$ cat src/rtl/l2_cache_control.sv
// l2_cache_control: control FSM for the 4-way, 16-set, 256-bit-line L2 cache.
// Sequences tag check, dirty writeback, line fill and install for one L1
// request at a time, and drives the physical-memory handshake.
// Optional build macro L2_PERF_CNT_EN enables the hit/miss performance counters;
// when undefined, hit_count/miss_count are tied to zero.
module l2_cache_control #(
  parameter int unsigned PMEM_TIMEOUT = 0
) (
  input  logic        clk,
  input  logic        rst_n,
  input  logic        l2cmem_read,
  input  logic        l2cmem_write,
  input  logic        hit,
  input  logic [3:0]  which_way_hit,
  input  logic        dirty_bit_out,
  input  logic [2:0]  lru_way,
  input  logic        pmem_resp,
  output logic        l2cmem_resp,
  output logic        cache_write,
  output logic        valid_bit_in,
  output logic        dirty_bit_in,
  output logic [1:0]  way_select,
  output logic        pmem_address_sel,
  output logic        dirty_write_sel,
  output logic        unleash_l2cmem_address,
  output logic        unleash_l2cmem_wdata,
  output logic        unleash_l2cmem_rdata,
  output logic        unleash_pmem_rdata,
  output logic        unleash_pmem_address,
  output logic        pmem_read,
  output logic        pmem_write,
  output logic        err_timeout,
  output logic [31:0] hit_count,
  output logic [31:0] miss_count
);

  localparam int unsigned TO_W  = 32;
  localparam int unsigned CNT_W = 32;

  typedef enum logic [2:0] {
    S_IDLE,
    S_TAG,
    S_WB,
    S_FILL,
    S_INSTALL
  } state_e;

  state_e            state_q, state_d;
  logic [1:0]        victim_q, victim_d;
  logic              op_write_q, op_write_d;
  logic [TO_W-1:0]   to_cnt_q, to_cnt_d;
  logic              err_q, err_d;
  logic [1:0]        hit_way;
  logic [1:0]        lru_victim;

  // Lowest-numbered hitting way (way0 sits in bit 3 of the hit vector)
  always_comb begin
    hit_way = 2'd0;
    if (which_way_hit[3])      hit_way = 2'd0;
    else if (which_way_hit[2]) hit_way = 2'd1;
    else if (which_way_hit[1]) hit_way = 2'd2;
    else if (which_way_hit[0]) hit_way = 2'd3;
  end

  // Pseudo-LRU tree walk: bit0 picks the half, bit2/bit1 the way within it
  assign lru_victim = lru_way[0] ? (lru_way[2] ? 2'd3 : 2'd2)
                                 : (lru_way[1] ? 2'd1 : 2'd0);

  // State, victim, op and timeout registers
  always_ff @(posedge clk or negedge rst_n) begin
    if (!rst_n) begin
      state_q    <= S_IDLE;
      victim_q   <= 2'd0;
      op_write_q <= 1'b0;
      to_cnt_q   <= '0;
      err_q      <= 1'b0;
    end else begin
      state_q    <= state_d;
      victim_q   <= victim_d;
      op_write_q <= op_write_d;
      to_cnt_q   <= to_cnt_d;
      err_q      <= err_d;
    end
  end

  // Next-state and datapath control decode
  always_comb begin
    state_d                = state_q;
    victim_d               = victim_q;
    op_write_d             = op_write_q;
    to_cnt_d               = to_cnt_q;
    err_d                  = err_q;
    l2cmem_resp            = 1'b0;
    cache_write            = 1'b0;
    valid_bit_in           = 1'b0;
    dirty_bit_in           = 1'b0;
    way_select             = 2'd0;
    pmem_address_sel       = 1'b0;
    dirty_write_sel        = 1'b0;
    unleash_l2cmem_address = 1'b0;
    unleash_l2cmem_wdata   = 1'b0;
    unleash_l2cmem_rdata   = 1'b0;
    unleash_pmem_rdata     = 1'b0;
    unleash_pmem_address   = 1'b0;
    pmem_read              = 1'b0;
    pmem_write             = 1'b0;

    case (state_q)
      S_IDLE: begin
        if (l2cmem_read || l2cmem_write) begin
          unleash_l2cmem_address = 1'b1;
          unleash_l2cmem_wdata   = l2cmem_write;
          op_write_d             = l2cmem_write;
          state_d                = S_TAG;
        end
      end
      S_TAG: begin
        if (hit) begin
          way_select  = hit_way;
          l2cmem_resp = 1'b1;
          if (op_write_q) begin
            cache_write     = 1'b1;
            dirty_write_sel = 1'b1;
            valid_bit_in    = 1'b1;
            dirty_bit_in    = 1'b1;
          end
          state_d = S_IDLE;
        end else begin
          way_select           = lru_victim;
          victim_d             = lru_victim;
          unleash_pmem_address = 1'b1;
          to_cnt_d             = '0;
          if (dirty_bit_out) begin
            pmem_address_sel     = 1'b1;
            unleash_l2cmem_rdata = 1'b1;
            state_d              = S_WB;
          end else begin
            state_d = S_FILL;
          end
        end
      end
      S_WB: begin
        way_select = victim_q;
        pmem_write = 1'b1;
        if (pmem_resp) begin
          unleash_pmem_address = 1'b1;
          to_cnt_d             = '0;
          state_d              = S_FILL;
        end
      end
      S_FILL: begin
        way_select         = victim_q;
        pmem_read          = 1'b1;
        unleash_pmem_rdata = pmem_resp;
        if (pmem_resp) state_d = S_INSTALL;
      end
      S_INSTALL: begin
        way_select   = victim_q;
        cache_write  = 1'b1;
        valid_bit_in = 1'b1;
        state_d      = S_TAG;
      end
      default: state_d = S_IDLE;
    endcase

    // Waiting on memory: count, flag (sticky) when the limit is reached, keep waiting
    if ((state_q == S_WB || state_q == S_FILL) && !pmem_resp) begin
      if (to_cnt_q != '1) to_cnt_d = to_cnt_q + TO_W'(1);
      if (PMEM_TIMEOUT != 0 && (to_cnt_q + TO_W'(1)) == TO_W'(PMEM_TIMEOUT)) err_d = 1'b1;
    end
  end

  assign err_timeout = err_q;

`ifdef L2_PERF_CNT_EN
  logic             recheck_q;
  logic [CNT_W-1:0] hit_cnt_q, miss_cnt_q;

  // Marks the TAG visit that follows INSTALL so it is not counted
  always_ff @(posedge clk or negedge rst_n) begin
    if (!rst_n)                      recheck_q <= 1'b0;
    else if (state_q == S_INSTALL)   recheck_q <= 1'b1;
    else if (state_q == S_IDLE)      recheck_q <= 1'b0;
  end

  // First-look hit/miss counters, free-running wrap
  always_ff @(posedge clk or negedge rst_n) begin
    if (!rst_n) begin
      hit_cnt_q  <= '0;
      miss_cnt_q <= '0;
    end else if (state_q == S_TAG && !recheck_q) begin
      if (hit) hit_cnt_q  <= hit_cnt_q + CNT_W'(1);
      else     miss_cnt_q <= miss_cnt_q + CNT_W'(1);
    end
  end

  assign hit_count  = hit_cnt_q;
  assign miss_count = miss_cnt_q;
`else
  assign hit_count  = '0;
  assign miss_count = '0;
`endif

endmodule

$ cat config.mk
export PLATFORM = sky130hd
export DESIGN_NAME = l2_cache_control
export DESIGN_NICKNAME = d
export VERILOG_FILES = /design/src/rtl/l2_cache_control.sv
export SDC_FILE = /design/constraint.sdc
export NUM_CORES = 1
export LEC_CHECK = 0
export ABC_CLOCK_PERIOD_IN_PS = 1610
export BUFFER_PORTS_ARGS = -buffer_cell sky130_fd_sc_hd__buf_2
export CAP_MARGIN = 20
export CORE_MARGIN = 4
export CORE_UTILIZATION = 25
export CTS_BUF_LIST = sky130_fd_sc_hd__clkbuf_16
export CTS_CLUSTER_SIZE = 14
export DETAILED_ROUTE_END_ITERATION = 12
export PLACE_DENSITY_LB_ADDON = 0.3
export SLEW_MARGIN = 15
export SYNTH_ARGS = -nofsm -noshare
export SYNTH_HDL_FRONTEND = slang
export SYNTH_SLANG_ARGS = --single-unit
export TNS_END_PERCENT = 5
$ cat constraint.sdc
create_clock -name clk -period 1.61 [get_ports clk]
set_clock_uncertainty 0.05 [all_clocks]
set_input_delay 0 -clock clk [delete_from_list [all_inputs] [get_ports clk]]
set_output_delay 0 -clock clk [all_outputs]
set_load 0.02 [all_outputs]
## After elaboration in Yosys (flattened, before gate mapping)

Cells that the tools add are included.

| cells by class | value |
|---|---|
| reduce and logical (&&, ||, !) cells | 6 |
| eq/ne operators | 7 |
| bitwise gates (word level) | 1 |
| muxes and demuxes | 34 |

Operators with widths:

| kind | number |
|---|---|
| $mux 1 | 20 |
| $pmux 3 s5 | 1 |
| $mux 2 | 7 |
| $mux 3 | 3 |
| $eq 3x2->1 const B | 2 |
| $ne 2x2->1 const B | 3 |
| $pmux 1 s2 | 2 |
| $pmux 2 s2 | 1 |
| $reduce_and 2->1 | 2 |
| $eq 3x1->1 const B | 1 |
| $eq 3x3->1 const B | 1 |
| $logic_not 3->1 | 1 |
| $reduce_and 3->1 | 1 |
| $reduce_or 3->1 | 1 |
| $logic_or 1x1->1 | 1 |
| $not 1->1 | 1 |

| storage, ports and cells | value |
|---|---|
| output and inout bits | 80 |
| flip-flop bits (word level) | 6 |
| bits of input ports | 14 |
| word-level logic and storage cells | 51 |

## Depth between registers and ports, before layout

Gate-level depths: netlist (run 1).

| depth | value |
|---|---|
| depth in word-level cells | 6 |
| depth in mapped cells | 5 |
| gate-level depth less buffers | 3 |

## Worst setup path before layout (run 1)

Ideal clock, no wire load.

| timing path | value |
|---|---|
| path type | register -> output |
| start | register state_q[2] |
| end | output port valid_bit_in |
| data arrival time | 1.346 ns |
| buffers on the path | 2 |
| cell stages (with the launch flop) | 6 |
| slack | 0.214 ns |
| data required time | 1.560 ns |
| cells stage by stage | dfrtp_1 -> buf_6 -> inv_1 -> nand4_1 -> a21oi_1 -> buf_4 |

| between the ends | value |
|---|---|
| longest elaborated chain between the ends | 2 |
| elaborated cells between the ends (all ways) | 3 |
| classes of those cells | 2 x eq/ne; 1 x mux |

Ends and longest elaborated chain:

| what | RTL line | text |
|---|---|---|
| start, declared | 48 | `state_e state_q, state_d;` |
| start signal, assigned | 78 | `state_q <= state_d;` |
| $eq 3x3->1 or $eq 3x1->1 (tied branches) | - |  |
| $pmux 1 s2 (*) | - |  |
| end, declared | 20 | `output logic valid_bit_in,` |

Every way passes the cells marked *; elsewhere a longest branch is shown, timed or not.

## Final worst setup path (run 1)

| timing path | value |
|---|---|
| start | register state_q[1] |
| end | output port unleash_pmem_address |

| between the ends | value |
|---|---|
| longest elaborated chain between the ends | 2 |
| elaborated cells between the ends (all ways) | 3 |
| classes of those cells | 2 x eq/ne; 1 x mux |

Ends and longest elaborated chain:

| what | RTL line | text |
|---|---|---|
| $eq 3x2->1 or $eq 3x1->1 (tied branches) | 108 | `case (state_q)` |
| $pmux 1 s2 (*) | 108 |  |
| end, declared | 29 | `output logic unleash_pmem_address,` |

Marks and branches as above.

==> run_results.csv, run 1 <==
group,metric,value,unit
status,status,"finished clean",
grt,grt_pass1_vias,559,
floorplanning,ioPinCount,94,
setup_path,worstPathArrival,1490,ps
grt,grt_pass1_wl,2539,um
setup_path,critical_path_class,"flop to output pin",
run,cap_viol_max_count,0,
logic_synthesis,synth.largest_area_cell,"sky130_fd_sc_hd__buf_4",
cts,clock_insertion_delay_worst_skew,230,ps
placement,place_hpwl,1660,um
drt,drt-vias-per-instance,3.399,
layout,syn_to_final_growth,3.581,%
logic_synthesis,count_of_unique_library_cells_instantiated_by_yosys,31,
logic_synthesis,instance_count_of_the_mapped_netlist,125,
logic_synthesis,synthXorXnorAreaFrac,0,%
logic_synthesis,post_synth_main_area_contributors,"sky130_fd_sc_hd__buf_4, sky130_fd_sc_hd__dfrtp_1, sky130_fd_sc_hd__nand2_1, sky130_fd_sc_hd__and2_1, sky130_fd_sc_hd__nor4b_4",
drt,route.final.wire_length,1978,um
layout,design.final.nets,171,
logic_synthesis,yosys.area_share.simple,18.77,%
logic_synthesis,dominant_combinational_cell_family_by_area_after_synthesis,"buffers and inverters",
power,static-leakage-power,0.5939,nW
setup_path,worst_setup_path_start_kind,"flop",
grt,number_of_antenna_violations_at_the_first_check_in_global_routing,0,
cts,number_of_clock_sinks,6,
power,power.net_switching,760.6,uW
logic_synthesis,synthesis.area,1013,um^2
setup_path,rrSetupSlack,280,ps
cts,tritoncts,"yes",
sta,finalWorstPathRequiredPeriod,1544,ps
sta,fin_worst_hold_slack,7.528,ps
power,clock_power_share,23.8,%
power,power_density,1610,nW/um^2
sta,number_of_endpoints_with_negative_hold_slack_in_the_final_report,0,
logic_synthesis,synth_top_area_share,50.37,%
logic_synthesis,ys_seq_elements,6,
grt,grt_overflow_total,0,
floorplanning,row_count,22,
sta,final-setup-viol-count,0,
logic_synthesis,synth_area_per_cell,8.108,um^2
setup_path,r2r.worst_path.cells,2,
setup_path,setup.worst_path.end_class,"output pin",
min_path,min_delay_worst_endpoint,"victim_q[1]",
setup_path,crit-reg2reg-capture,"victim_q[1]",
cts,cts_made_buffers,3,
sta,period_share,95.89,%
setup_path,regToRegStartpoint,"state_q[1]",
logic_synthesis,synth_compound_area_share,10.00,%
layout,antenna_cells,0,
logic_synthesis,synth_fa_ha_area_share,0,%
logic_synthesis,muxShareOfSynthArea,2.222,%
sta,final_max_slew_viol_count,0,
floorplanning,die_area,5137,um^2
grt,grt_util_all_layers,6.425,%
cts,cts_buffer_depth,2,
grt,pin_count_of_the_biggest_net_entering_global_routing,14,
power,p_comb_share,57.1,%
power,ir_worst_vdd,0.0004457,V
drt,avgRoutedWirePerCell,9.744,um
cts,worst_setup_hold_path_clk_slew,30,ps
cts,cts_root_buf,"sky130_fd_sc_hd__clkbuf_16",
min_path,worst_hold_path.num_cells,2,
placement,port_buffer_count,28,
placement,placed_cell_area,930.9,um^2
logic_synthesis,yosys_warnings,0,
layout,drive_above_1_share,31.61,%
floorplanning,fp.dieH,71.67,um
floorplanning,fp.dieW,71.67,um
min_path,worst_hold_path_type,"input pin to flop",
drt,route.antenna.remaining_nets,0,
floorplanning,starting_density_of_the_core,26.68,%
placement,gpl.final_weighted_congestion,0.7359,
setup_path,crit_required,1560,ps
drt,num_vias,690,
sta,max_freq,647.7,MHz
power,total_power,1.690,mW
floorplanning,core-area,3799,um^2
drt,drcViolationCount,0,
placement,dp_worst_setup_slack,162.9,ps
sta,timing.final.ws_setup,66.16,ps
drt,detailedRoute.firstPassIterationCount,2,
drt,drtIter0Drc,25,
setup_path,worst-path-max-fanout,6,
logic_synthesis,seq_area_frac_synth,14.81,%
sta,rsz0062_at_grt,"yes",
cts,clock_tree.htree_level_count,1,
power,p_int,929.7,uW
power,power_frac_seq,19.1,%
layout,postLayoutCellArea,1050,um^2
power,fraction_of_power_spent_switching_nets,45.00,%
min_path,hold_path_startpoint,"lru_way[0]",
## cell usage in the layout, fill, tap and decap left out, types with 3 or more instances in the layout
cell,n
sky130_fd_sc_hd__clkbuf_16,3
sky130_fd_sc_hd__o21ai_0,3
sky130_fd_sc_hd__conb_1,65
sky130_fd_sc_hd__buf_2,26
sky130_fd_sc_hd__nand2_1,7
sky130_fd_sc_hd__nor2_1,3
sky130_fd_sc_hd__dfrtp_2,3
sky130_fd_sc_hd__dfrtp_1,3
sky130_fd_sc_hd__buf_4,6
sky130_fd_sc_hd__and2_1,4
sky130_fd_sc_hd__o211ai_1,3
## power by group through the flow
| stage | registers [mW] | clock network, mW | logic [mW] |
|---|---|---|---|
| 2_1_floorplan | 0.279 | 0 | 0.862 |
| 3_3_place_gp | 0.334 | 0 | 0.870 |
| 3_5_place_dp | 0.335 | 0 | 0.871 |
| 4_1_cts | 0.336 | 0.415 | 0.876 |
| 5_1_grt | 0.339 | 0.419 | 1.05 |
| 6_report | 0.323 | 0.402 | 0.965 |
## final cells by class
| type | instances | area, um^2 |
|---|---|---|
| tap | 48 | 60.06 |
| inverter | 2 | 7.507 |
| fill | 438 | 2749 |
| clock buffer | 3 | 75.07 |
| timing repair buffer | 34 | 190.2 |
| multi-input combinational | 110 | 563.0 |
| sequential | 6 | 153.9 |
## worst max path at each step
stage | startpoint | endpoint | slack (ps) | cells past startpoint
final | state_q[1] | unleash_pmem_address | 70 | 4
after detailed placement | state_q[1] | victim_q[1] | 160 | 2
after global placement | state_q[1] | victim_q[1] | 190 | 2
after floorplan | state_q[2] | valid_bit_in | 210 | 5
after CTS | state_q[2] | way_select[0] | 10 | 4
after global routing | state_q[2] | way_select[0] | -40 | 4
## synthesized netlist by cell type
cell type,count
sky130_fd_sc_hd__buf_4,68
sky130_fd_sc_hd__nand2_1,7
sky130_fd_sc_hd__dfrtp_1,6
sky130_fd_sc_hd__and2_1,4
sky130_fd_sc_hd__nor2_1,3
sky130_fd_sc_hd__o211ai_1,3
sky130_fd_sc_hd__o21ai_0,3
sky130_fd_sc_hd__a21oi_2,2
sky130_fd_sc_hd__and3_1,2
sky130_fd_sc_hd__buf_6,2
sky130_fd_sc_hd__inv_1,2
sky130_fd_sc_hd__mux2_2,2
sky130_fd_sc_hd__nor2b_1,2
sky130_fd_sc_hd__nor3_1,2
sky130_fd_sc_hd__a21o_1,1
sky130_fd_sc_hd__a21oi_1,1
sky130_fd_sc_hd__a31oi_1,1
sky130_fd_sc_hd__and3b_1,1
sky130_fd_sc_hd__and4bb_2,1
sky130_fd_sc_hd__buf_2,1
sky130_fd_sc_hd__conb_1,1
sky130_fd_sc_hd__nand2b_1,1
sky130_fd_sc_hd__nand3b_1,1
sky130_fd_sc_hd__nand4_1,1
sky130_fd_sc_hd__nor2b_2,1
sky130_fd_sc_hd__nor3b_1,1
sky130_fd_sc_hd__nor4b_4,1
sky130_fd_sc_hd__o2111ai_1,1
sky130_fd_sc_hd__o21a_1,1
sky130_fd_sc_hd__o32a_2,1
sky130_fd_sc_hd__or3b_4,1
## critical path: stages (launching register included)
cell	delay (ps)
sky130_fd_sc_hd__dfrtp_2	440
sky130_fd_sc_hd__buf_4	150
sky130_fd_sc_hd__or3b_4	400
sky130_fd_sc_hd__a21oi_2	120
sky130_fd_sc_hd__buf_4	150
## per-layer routing
metal / GRT usage [%] / wire length [um]
met5: 0 / 0
met3: 3.226 / 304
met1: 8.083 / 733
met2: 8.980 / 933
met4: 3.132 / 7
## logic make-up after synthesis
kind of cell | Yosys count
DFF | 6
muxes | 2
buffers and inverters | 73
and+or+nand+nor | 29
other | 1
AOI/OAI and AO/OA | 14
## what timing repair did
action | CTS | global route
pin swaps | 0 | 1
hold buffers | 1 | 0
endpoints found under the setup margin | 1 | 6
endpoints found under the hold margin | 6 | 0
setup buffers | 0 | 3
resized for setup | 1 | 5
## flip-flops by register name, indices dropped and copies added (netlist names)
name and flops:
op_write_q 1, state_q 3, victim_q 2
## metrics by stage
stage          utilization [%]  TNS (ps)  cells
3_5_place_dp             24.51         0    196
4_1_cts                  26.78         0    200
3_3_place_gp             24.51         0    196
5_1_grt                  27.63    -35.58    203
6_report                 27.63         0    203
2_1_floorplan                -         0    189
(Power assumes the default switching activity.)
==> run 2: changes to the inputs <==
--- a/config.mk
+++ b/config.mk
@@ -7,12 +7,13 @@
 export LEC_CHECK = 0
 export ABC_CLOCK_PERIOD_IN_PS = 1610
 export BUFFER_PORTS_ARGS = -buffer_cell sky130_fd_sc_hd__buf_2
-export CAP_MARGIN = 20
+export CAP_MARGIN = 10
 export CORE_MARGIN = 4
 export CORE_UTILIZATION = 25
 export CTS_BUF_LIST = sky130_fd_sc_hd__clkbuf_16
 export CTS_CLUSTER_SIZE = 14
 export DETAILED_ROUTE_END_ITERATION = 12
+export MAX_ROUTING_LAYER = met4
 export PLACE_DENSITY_LB_ADDON = 0.3
 export SLEW_MARGIN = 15
 export SYNTH_ARGS = -nofsm -noshare
==> run 2 against run 1 <==
Largest power group unchanged; register-to-register slack about the same; sequential power about the same; fmax about the same; largest cell class unchanged; critical endpoint unchanged; critical path type unchanged.
==> run_results.csv, run 2 (same netlist as run 1, synthesis figures left out) <==
group,metric,value,unit
status,status,"finished clean",
cts,clock_insertion_delay_worst_skew,230,ps
sta,final-setup-viol-count,0,
layout,finish.utilization,27.63,%
setup_path,crit_required,1560,ps
floorplanning,fp.dieW,71.67,um
setup_path,worst-path-max-fanout,6,
sta,rsz0062_at_grt,"yes",
drt,avgRoutedWirePerCell,9.803,um
floorplanning,fp.dieH,71.67,um
floorplanning,ioPinCount,94,
grt,grt_util_all_layers,6.613,%
drt,route.antenna.remaining_nets,0,
grt,grt_pass1_vias,558,
setup_path,worstPathArrival,1490,ps
layout,most_common_cell_after_layout_fill_and_taps_aside,"sky130_fd_sc_hd__conb_1",
placement,gpl.final_weighted_congestion,0.7450,
floorplanning,core-area,3799,um^2
min_path,worst_hold_path.num_cells,2,
grt,number_of_antenna_violations_at_the_first_check_in_global_routing,0,
cts,tritoncts,"yes",
drt,detailedRoute.firstPassIterationCount,2,
placement,port_buffer_count,28,
floorplanning,row_count,22,
layout,biggestRegsByFlops,"state_q x3, victim_q x2, op_write_q x1",
placement,placed_cell_area,930.9,um^2
sta,finalWorstPathRequiredPeriod,1543,ps
placement,dp_worst_setup_slack,162.9,ps
sta,final_max_slew_viol_count,0,
power,total_power,1.692,mW
power,power_density,1612,nW/um^2
setup_path,critical_path_class,"flop to output pin",
layout,layout_common_cells,"sky130_fd_sc_hd__conb_1, sky130_fd_sc_hd__buf_2, sky130_fd_sc_hd__nand2_1",
setup_path,worst_setup_path_start_kind,"flop",
layout,design.final.nets,171,
layout,syn_to_final_growth,3.581,%
min_path,worst_hold_path_type,"input pin to flop",
drt,drcViolationCount,0,
sta,period_share,95.86,%
floorplanning,starting_density_of_the_core,26.68,%
setup_path,r2r.worst_path.cells,2,
drt,num_vias,694,
cts,cts_made_buffers,3,
layout,largest_register_ff_count,3,
layout,drive_above_1_share,31.61,%
sta,timing.final.ws_setup,66.61,ps
grt,grt_pass1_wl,2553,um
cts,worst_setup_hold_path_clk_slew,30,ps
cts,cts_buffer_depth,2,
power,ir_worst_vdd,0.0004501,V
sta,fin_setup_tns,0,ps
cts,number_of_clock_sinks,6,
layout,antenna_cells,0,
setup_path,setup.worst_path.end_class,"output pin",
grt,grt_overflow_total,0,
grt,pin_count_of_the_biggest_net_entering_global_routing,14,
power,static-leakage-power,0.5939,nW
placement,place_hpwl,1660,um
run,cap_viol_max_count,0,
cts,cts_root_buf,"sky130_fd_sc_hd__clkbuf_16",
drt,route.final.wire_length,1990,um
layout,largest_register,"state_q",
drt,drt-vias-per-instance,3.419,
floorplanning,die_area,5137,um^2
sta,max_freq,647.9,MHz
layout,postLayoutCellArea,1050,um^2
sta,number_of_endpoints_with_negative_hold_slack_in_the_final_report,0,
drt,drtIter0Drc,25,
cts,clock_tree.htree_level_count,1,
## run 2: cell counts in the layout (fill, tap and decap cells not counted)
No cell type changed its count.
## run 2: metrics by stage
step	instances	hold WS [ps]
2_1_floorplan	189	-345.6
5_1_grt	203	18.53
3_3_place_gp	196	-210.1
3_5_place_dp	196	-208.3
6_report	203	8.187
4_1_cts	200	12.83
## run 2: path summary, 6_finish.rpt
check | startpoint | end | slack [ps]
setup / recovery | state_q[1] | unleash_pmem_address | 70
hold / removal | lru_way[0] | victim_q[1] | 8
setup reg to reg | state_q[1] | victim_q[1] | 280
hold reg to reg | op_write_q | op_write_q | 470
max in group asynchronous | rst_n | state_q[2] | 1250
min in group asynchronous | rst_n | op_write_q | 90
## run 2: what timing repair did
action                                 in CTS  in global routing
setup endpoints to repair                   1                  6
buffers inserted                            0                  3
pin swaps                                   0                  1
resized for setup                           1                  5
endpoints found under the hold margin       6                  0
hold buffers                                1                  0
cloned                                      0                  0
## run 2: layout make-up
cell class	count	area, um^2
flip-flops and latches	6	153.9
clock buffers	3	75.07
fillers	438	2749
repair buffers	34	190.2
well taps	48	60.06
multi-input cells	110	563.0
inverters	2	7.507
## run 2: per-layer routing
layer	routed length, um	up-vias	global-route usage (%)
met4	7	0	3.132
met5	0	-	-
met2	923	51	8.878
met1	761	304	8.250
met3	298	2	3.086
li1	-	337	-
## run 2: critical path, cell delays in order, from the launching register on
cell	delay (ps)
sky130_fd_sc_hd__dfrtp_2	440
sky130_fd_sc_hd__buf_4	150
sky130_fd_sc_hd__or3b_4	400
sky130_fd_sc_hd__a21oi_2	120
sky130_fd_sc_hd__buf_4	150
## run 2: power by group
| part | switching [mW] | total, mW | leakage [nW] | internal (mW) |
|---|---|---|---|---|
| registers | 0.0967 | 0.325 | 0.0698 | 0.228 |
| logic | 0.582 | 0.965 | 0.487 | 0.383 |
| clock network | 0.0839 | 0.403 | 0.0370 | 0.319 |
| total | 0.763 | 1.69 | 0.594 | 0.930 |
==> run 3: changes to the inputs <==
--- a/config.mk
+++ b/config.mk
@@ -9,7 +9,7 @@
 export BUFFER_PORTS_ARGS = -buffer_cell sky130_fd_sc_hd__buf_2
 export CAP_MARGIN = 10
 export CORE_MARGIN = 4
-export CORE_UTILIZATION = 25
+export CORE_UTILIZATION = 37
 export CTS_BUF_LIST = sky130_fd_sc_hd__clkbuf_16
 export CTS_CLUSTER_SIZE = 14
 export DETAILED_ROUTE_END_ITERATION = 12
==> run 3 against run 2 <==
The flow now finishes with violations (hold timing); sequential cell count unchanged; cell count decreased by 10%; via count increased by 1.3%; first-iteration DRC count decreased by 48%; fmax decreased by 2.6%; highest routed layer unchanged; critical endpoint is now way_select[0]; clock power about the same; count of clock-buffer cells in the layout unchanged; power decreased by 4.1%; critical path depth unchanged; utilization increased by 12 points.
==> run_results.csv, run 3 (same netlist as run 1, synthesis figures left out) <==
group,metric,value,unit
cts,cts_setup_buffers,0,
drt,route.antenna.remaining_nets,0,
drt,detailedRoute.firstPassIterationCount,4,
setup_path,worstPathArrival,1530,ps
layout,biggestRegsByFlops,"state_q x3, victim_q x2, op_write_q x1",
drt,route.final.wire_length,1906,um
grt,grt_pass1_wl,2587,um
cts,clock_tree.htree_level_count,1,
layout,postLayoutCellArea,1001,um^2
sta,fin_worst_hold_slack,-0.9286,ps
sta,finalWorstPathRequiredPeriod,1585,ps
setup_path,setup.worst_path.end_class,"output pin",
cts,cts_buffer_depth,2,
layout,antenna_cells,0,
setup_path,rrSetupSlack,220,ps
power,power_density,1622,nW/um^2
setup_path,crit_end,"way_select[0]",
floorplanning,starting_density_of_the_core,39.82,%
power,static-leakage-power,0.5800,nW
setup_path,worst-path-max-fanout,13,
status,violated_checks,"hold timing",
drt,num_vias,703,
sta,rsz0062_at_grt,"yes",
power,total_power,1.623,mW
floorplanning,row_count,18,
sta,final-setup-viol-count,0,
run,cap_viol_max_count,0,
layout,design.final.nets,168,
cts,cts_made_buffers,3,
sta,number_of_endpoints_with_negative_hold_slack_in_the_final_report,1,
grt,number_of_antenna_violations_at_the_first_check_in_global_routing,0,
sta,max_freq,631.1,MHz
layout,drive_above_1_share,29.61,%
cts,tritoncts,"yes",
grt,grt_overflow_total,0,
placement,number_of_placed_cells_counting_well_taps,178,
cts,number_of_clock_sinks,6,
cts,worst_setup_hold_path_clk_slew,30,ps
drt,avgRoutedWirePerCell,10.47,um
sta,period_share,98.42,%
floorplanning,core-area,2545,um^2
sta,final_max_slew_viol_count,0,
layout,largest_register,"state_q",
setup_path,r2r.worst_path.cells,2,
layout,largest_register_ff_count,3,
setup_path,regToRegStartpoint,"state_q[1]",
layout,syn_to_final_growth,-1.235,%
placement,placed_cell_area,908.4,um^2
setup_path,worst_setup_path_start_kind,"flop",
setup_path,critical_path_class,"flop to output pin",
setup_path,crit_required,1560,ps
placement,port_buffer_count,28,
floorplanning,die_area,3640,um^2
placement,dp_worst_setup_slack,164.0,ps
sta,timing.final.ws_setup,25.37,ps
floorplanning,ioPinCount,94,
min_path,worst_hold_path_type,"input pin to flop",
drt,drcViolationCount,0,
grt,grt_util_all_layers,9.774,%
layout,fillCellCount,280,
drt,drtIter0Drc,13,
drt,drt-vias-per-instance,3.863,
layout,finish.cell_count_without_fillers,182,
power,ir_worst_vdd,0.0005712,V
setup_path,worstSetupStartpoint,"state_q[1]",
floorplanning,fp.dieW,60.34,um
cts,cts_root_buf,"sky130_fd_sc_hd__clkbuf_16",
floorplanning,fp.dieH,60.34,um
setup_path,crit-reg2reg-capture,"victim_q[1]",
grt,grt_pass1_vias,621,
grt,pin_count_of_the_biggest_net_entering_global_routing,14,
layout,layout_common_cells,"sky130_fd_sc_hd__conb_1, sky130_fd_sc_hd__buf_2, sky130_fd_sc_hd__nand2_1",
placement,place_hpwl,1615,um
placement,gpl.final_weighted_congestion,0.7383,
status,status,"finished, violations left",
cts,clock_insertion_delay_worst_skew,230,ps
layout,most_common_cell_after_layout_fill_and_taps_aside,"sky130_fd_sc_hd__conb_1",
-- run 3: cell count changes in the layout (fill, tap and decap cells not counted) --
cell	change
sky130_fd_sc_hd__buf_4	-4
sky130_fd_sc_hd__buf_2	+2
sky130_fd_sc_hd__clkbuf_2	-1
sky130_fd_sc_hd__dfrtp_1	+1
sky130_fd_sc_hd__dfrtp_2	-1
-- run 3: repair_timing --
action,in CTS,in global routing
endpoints found under the hold margin,6,0
hold buffers,1,0
cloned,0,0
pin swaps,0,0
gates resized for setup,2,1
endpoints found under the setup margin,1,3
-- run 3: worst min-delay path by stage --
stage / slack [ps] / endpoint / cells after the start / start
floorplan: -350 / op_write_q / 0 / rst_n
global placement: -220 / op_write_q / 1 / rst_n
detailed placement: -220 / op_write_q / 1 / rst_n
CTS: 2 / victim_q[1] / 2 / lru_way[0]
global route: 20 / victim_q[1] / 2 / lru_way[0]
finish: -0.9 / victim_q[1] / 2 / lru_way[0]
-- run 3: critical path, stage by stage (launching register included) --
cell and delay (ps):
sky130_fd_sc_hd__dfrtp_2 490, sky130_fd_sc_hd__and4bb_2 370, sky130_fd_sc_hd__o21ai_0 90, sky130_fd_sc_hd__o211ai_1 160, sky130_fd_sc_hd__buf_2 190
-- run 3: area by class of cell --
type	count	area, um^2	area share (%)
Tap cell	30	37.54	3.750
Inverter	2	7.507	0.7500
Clock buffer	3	75.07	7.500
Timing Repair Buffer	31	165.2	16.50
Multi-Input combinational cell	110	563.0	56.25
Sequential cell	6	152.6	15.25
-- run 3: per-stage QoR --
step	utilization, %	TNS (ps)	hold slack (ps)
after detailed placement	35.69	0	-216.6
final	39.33	0	-0.9286
after floorplan	-	0	-345.6
after global routing	39.33	-47.85	24.57
after CTS	39.13	0	2.309
after global placement	35.69	0	-217.8
-- run 3: power breakdown --
group | switching [mW] | internal [mW]
combinational | 0.539 | 0.333
clock | 0.0845 | 0.319
sequential | 0.124 | 0.225
-- run 3: per-layer routing --
layer,global-route usage [%],wire length [um]
met5,-,0
met4,5.696,34
met3,2.128,300
met2,16.67,932
met1,10.31,638
